**config.mk**
```make
export PLATFORM = sky130hd
export DESIGN_NAME = seg_disp_sched
export DESIGN_NICKNAME = d
export VERILOG_FILES = /design/src/rtl/seg_disp_sched.sv
export SDC_FILE = /design/constraint.sdc
export NUM_CORES = 1
export LEC_CHECK = 0
export BUFFER_PORTS_ARGS = -buffer_cell sky130_fd_sc_hd__buf_2
export CAP_MARGIN = 10
export CORE_ASPECT_RATIO = 0.8
export CORE_MARGIN = 2
export CORE_UTILIZATION = 57
export DETAILED_ROUTE_END_ITERATION = 8
export GPL_TIMING_DRIVEN = 0
export PLACE_DENSITY = 0.87
export SKIP_CTS_REPAIR_TIMING = 1
export SLEW_MARGIN = 20
export SYNTH_ARGS = -nofsm -noshare
export SYNTH_HDL_FRONTEND = slang
export SYNTH_SLANG_ARGS = --single-unit
```
**constraint.sdc**
```tcl
create_clock -name clk -period 3.1 [get_ports clk]
set_input_delay 0.31 -clock clk [delete_from_list [all_inputs] [get_ports clk]]
set_output_delay 0.31 -clock clk [all_outputs]
set_load 0.05 [all_outputs]
```
**src/rtl/seg_disp_sched.sv**
```systemverilog
// Round-robin scheduler sharing one 2-digit seven_seg display among NUM_SRC byte producers.
// Each source holding data is loaded for DWELL_CYCLES cycles; all display outputs are registered.
module seg_disp_sched #(
  parameter  int NUM_SRC      = 4,
  parameter  int DWELL_CYCLES = 1024,
  localparam int SW           = $clog2(NUM_SRC)
) (
  input  logic                 clk,
  input  logic                 rst_n,
  input  logic                 enable,
  input  logic [NUM_SRC-1:0]   src_valid,
  input  logic [8*NUM_SRC-1:0] src_data,
  input  logic [NUM_SRC-1:0]   src_clr,
  output logic                 disp_valid,
  output logic [7:0]           disp_val,
  output logic                 disp_off,
  output logic [SW-1:0]        cur_src
);

  localparam int            CW      = $clog2(DWELL_CYCLES);
  localparam logic [CW-1:0] CNT_TOP = CW'(DWELL_CYCLES - 1);

  typedef enum logic [1:0] {
    IDLE = 2'd0,
    LOAD = 2'd1,
    SHOW = 2'd2
  } state_t;

  state_t              state, state_nxt;
  logic [CW-1:0]       cnt, cnt_nxt;
  logic [7:0]          hold     [NUM_SRC];
  logic [7:0]          hold_nxt [NUM_SRC];
  logic [NUM_SRC-1:0]  has_data, has_nxt;

  logic                valid_nxt;
  logic                off_nxt;
  logic [7:0]          val_nxt;
  logic [SW-1:0]       cur_nxt;

  logic [SW-1:0]       rr_sel;
  logic                rr_found;
  logic [SW-1:0]       low_sel;
  logic                any_elig;
  logic [SW:0]         rr_idx;
  logic                load_req;
  logic [SW-1:0]       load_sel;

  // Decisions use the post-write view so a write/clear takes effect in the very next cycle.
  always_comb begin
    hold_nxt = hold;
    has_nxt  = has_data;
    for (int i = 0; i < NUM_SRC; i++) begin
      if (src_valid[i]) begin
        hold_nxt[i] = src_data[8*i +: 8];
        has_nxt[i]  = 1'b1;
      end else if (src_clr[i]) begin
        has_nxt[i]  = 1'b0;
      end
    end
  end

  // Round-robin search starts after cur_src and visits cur_src itself last.
  always_comb begin
    rr_sel   = cur_src;
    rr_found = 1'b0;
    rr_idx   = '0;
    for (int k = 1; k <= NUM_SRC; k++) begin
      rr_idx = {1'b0, cur_src} + (SW+1)'(k);
      if (rr_idx >= (SW+1)'(NUM_SRC)) begin
        rr_idx = rr_idx - (SW+1)'(NUM_SRC);
      end
      if (!rr_found && has_nxt[rr_idx[SW-1:0]]) begin
        rr_found = 1'b1;
        rr_sel   = rr_idx[SW-1:0];
      end
    end
  end

  always_comb begin
    low_sel = '0;
    for (int i = NUM_SRC - 1; i >= 0; i--) begin
      if (has_nxt[i]) begin
        low_sel = SW'(i);
      end
    end
    any_elig = |has_nxt;
  end

  always_comb begin
    state_nxt = state;
    cnt_nxt   = cnt;
    valid_nxt = 1'b0;
    val_nxt   = disp_val;
    cur_nxt   = cur_src;
    off_nxt   = disp_off;
    load_req  = 1'b0;
    load_sel  = cur_src;

    if (!enable) begin
      state_nxt = IDLE;
      cnt_nxt   = '0;
      off_nxt   = 1'b1;
    end else begin
      case (state)
        IDLE: begin
          off_nxt = 1'b1;
          if (any_elig) begin
            load_req = 1'b1;
            load_sel = low_sel;
          end
        end
        LOAD, SHOW: begin
          if (!has_nxt[cur_src]) begin
            if (rr_found) begin
              load_req = 1'b1;
              load_sel = rr_sel;
            end else begin
              state_nxt = IDLE;
              cnt_nxt   = '0;
              off_nxt   = 1'b1;
            end
          end else if (cnt == '0) begin
            load_req = 1'b1;
            load_sel = rr_sel;
          end else begin
            // A fresh byte for the shown source is pushed out without touching the dwell timer.
            state_nxt = SHOW;
            cnt_nxt   = cnt - 1'b1;
            if (src_valid[cur_src]) begin
              valid_nxt = 1'b1;
              val_nxt   = hold_nxt[cur_src];
            end
          end
        end
        default: begin
          state_nxt = IDLE;
          cnt_nxt   = '0;
          off_nxt   = 1'b1;
        end
      endcase
    end

    // Counter counts the LOAD cycle itself, so a source dwells DWELL_CYCLES load-to-load.
    if (load_req) begin
      state_nxt = LOAD;
      cnt_nxt   = CNT_TOP;
      valid_nxt = 1'b1;
      val_nxt   = hold_nxt[load_sel];
      cur_nxt   = load_sel;
      off_nxt   = 1'b0;
    end
  end

  always_ff @(posedge clk or negedge rst_n) begin
    if (!rst_n) begin
      state      <= IDLE;
      cnt        <= '0;
      has_data   <= '0;
      for (int i = 0; i < NUM_SRC; i++) begin
        hold[i] <= 8'h00;
      end
      disp_valid <= 1'b0;
      disp_val   <= 8'h00;
      disp_off   <= 1'b1;
      cur_src    <= '0;
    end else begin
      state      <= state_nxt;
      cnt        <= cnt_nxt;
      has_data   <= has_nxt;
      hold       <= hold_nxt;
      disp_valid <= valid_nxt;
      disp_val   <= val_nxt;
      disp_off   <= off_nxt;
      cur_src    <= cur_nxt;
    end
  end

endmodule

```
==> flow_metrics.env <==
export IMPL_insertion_delay_ns=0.34
export IMPL_critPathKind="register to register"
export IMPL_powerDensity_mw_per_mm2=941
export IMPL_track_usage_pct=28.4
export IMPL_diodes=0
export IMPL_core_mm2=0.00597
export IMPL_synthFlopType="dfrtp_1"
export IMPL_via_count=3081
export IMPL_yosys_top_cells_count="59 x dfrtp_1, 32 x mux2_2, 28 x inv_1"
export IMPL_clock_sinks=60
export IMPL_utilization_pct=69.8
export IMPL_drv_slew=0
export IMPL_yosys_area_top_type="dfrtp_1"
export IMPL_period_needed_ns=3.01
export IMPL_cts_root_buf="clkbuf_8"
export IMPL_synthToLayoutAreaGrowth_pct=16.9
export IMPL_netlist_area_mm2=0.00357
export IMPL_grt_pass1_wl_um=14800
export IMPL_synthesis_nets=388
export IMPL_yosysMostFrequentCell="dfrtp_1"
export IMPL_regArea_mm2=0.00150
export IMPL_grt_antenna_before_repair=0
export IMPL_status="finished clean"
export IMPL_wl_per_cell_um=18.5
export IMPL_nets=452
export IMPL_io_pins=55
export IMPL_r2r_end="disp_val[4]"
export IMPL_worstMarginPinSlew_ns=0.786
export IMPL_finalNonFillerCells=490
export IMPL_yosys_warnings=0
export IMPL_timing_rr_start="cnt[4]"
export IMPL_finalSetupViolCount=0
export IMPL_n_fill_cell=447
export IMPL_cp_end_kind="register"
export IMPL_ys_ff_latch=60
export IMPL_die_h_um=74.8
export IMPL_drc=0
export IMPL_synth_distinct_cells=60
export IMPL_hold_path_class="input port to asynchronous set/reset pin"
export IMPL_dr_pass1_iters=5
export IMPL_async_flop_share_pct=100
export IMPL_synth_area_leaders="dfrtp_1 41%, mux2_2 10%, mux4_2 6.3%"
export IMPL_synth_area_per_cell_um2=10.5
export IMPL_rr_worst_depth=8
export IMPL_fin_skew_ns=0.0116
export IMPL_maxCapViolCount=0
export IMPL_cts_tree="done"
export IMPL_synth_edf_count=0
export IMPL_timing_fmax_ghz=0.332
export IMPL_multi_input_area_mm2=0.00186
export IMPL_hold_viol_final=0
export IMPL_layout_drive_gt1_share_pct=36.2
export IMPL_slew_headroom_pct=47.6
export IMPL_dieWidth_um=92.4
export IMPL_synth_top_area_share_pct=41.4
export IMPL_p_total_w=0.00392
export IMPL_leakage_nw=1.83
export IMPL_cts_inserted_buffers=9
export IMPL_grt_ovfl_total=0
export IMPL_grt_max_degree=61
export IMPL_crit_path_start_kind="register"
export IMPL_io_buffers=53
export IMPL_drt_iter0_drc=355
export IMPL_initial_core_util_pct=59.7
export IMPL_row_count=25
export IMPL_place_gp_congestion=0.961
export IMPL_cp_data_arrival_time_ns=3.29
export IMPL_clock_path_buffers=2
export IMPL_ir_worst_vdd_v=0.000473
export IMPL_r2r_slack_ns=0.09
export IMPL_path_max_fanout=9
export IMPL_htree_levels=3
export IMPL_dpl_hpwl_um=6310
export IMPL_synthCells=341
export IMPL_dieArea_mm2=0.00691
export IMPL_first_global_vias=2991
export IMPL_clkTransAtPathRegs_ns=0.07
export IMPL_yosysSeqAreaShare_pct=42.1
export IMPL_postRouteWirelength_um=9040
export IMPL_place_inst=475
export IMPL_ant_nets=0
export IMPL_fin_crit_sh_pct=97.1
export IMPL_cp_required_ns=3.38
export IMPL_vias_per_cell=6.29
through the flow:
stage               hold WS, ns  TNS (ns)  setup WS (ns)  instance area, µm²
finish                   0.0323         0         0.0885                4170
global route             0.0836  -0.00259       -0.00259                4170
CTS                      0.0589         0          0.122                4160
detailed placement        0.426         0          0.140                3940
global placement          0.497         0          0.197                3930
floorplan                0.0144         0          0.459                3570
power breakdown:
group          total, W  switching (W)  leakage [nW]  internal [W]
Combinational   0.00198        0.00127          1.00      0.000708
Clock          0.000792       0.000302         0.111      0.000490
Sequential      0.00115       0.000165         0.712      0.000989
how the worst max path moves through the flow:
stage / from / end / slack (ns)
global placement: cnt[4] / disp_val[0] / 0.20
finish: cnt[4] / disp_val[4] / 0.09
detailed placement: cnt[4] / disp_val[4] / 0.14
floorplan: cur_src[1] / disp_val[0] / 0.46
global route: cnt[4] / disp_val[2] / -0.003
CTS: cnt[4] / disp_val[4] / 0.12
kinds of logic after synthesis:
| group | share of synthesized area, % |
|---|---|
| and+or+nand+nor | 16.6 |
| AOI/OAI and AO/OA | 15.3 |
| muxes | 18.7 |
| DFF | 42.1 |
| buffers and inverters | 5.89 |
| adders and majority gates | 1.40 |
critical path: stages (launching register included):
cell	delay, ns
dfrtp_1	0.48
or4_4	0.55
nor3_2	0.18
nand3_2	0.18
a21o_1	0.25
a211oi_1	0.42
nand2_1	0.36
a211oi_1	0.37
or3_1	0.16
area by class of cell:
class	count	area share, %
inverters	31	2.79
multi-input cells	231	44.7
well taps	81	2.43
repair buffers	53	6.42
flip-flops and latches	60	36.0
clock inverters	4	1.74
plain buffers	19	2.28
clock buffers	11	3.63
cells in the final DEF, fill, tap and decap left out, drive strengths merged, types with 2 or more instances in the layout:
cell and count:
o221ai 2, and4 2, nand2b 2, nand2 12, o2bb2ai 2, buf 62
a21oi 8, a311oi 2, ha 4, dfrtp 59, a211oi 20, a2111oi 2
and3 2, nor2 26, nor3 26, mux4 10, a31oi 4, bufinv 2
clkbuf 21, mux2 32, or3 9, mux2i 8, nor2b 4, nor4 4
inv 31, a22o 2, o211ai 3, nand3 4, o21ai 26
routing by layer:
metal / GRT usage (%) / part of all wire [%] / vias up
li1: - / - / 1389
met1: 38.1 / 41 / 1490
met2: 46.8 / 48 / 179
met3: 6.51 / 9.1 / 23
met4: 9.62 / 2.1 / 0
met5: 0 / 0 / -
registers in the layout, indices dropped and copies added (netlist names):
register and count:
hold 32, cnt 10, disp_val 8, has_data 4
cur_src 2, state 2, disp_off 1, disp_valid 1
Power figures use the tool's default switching activity.
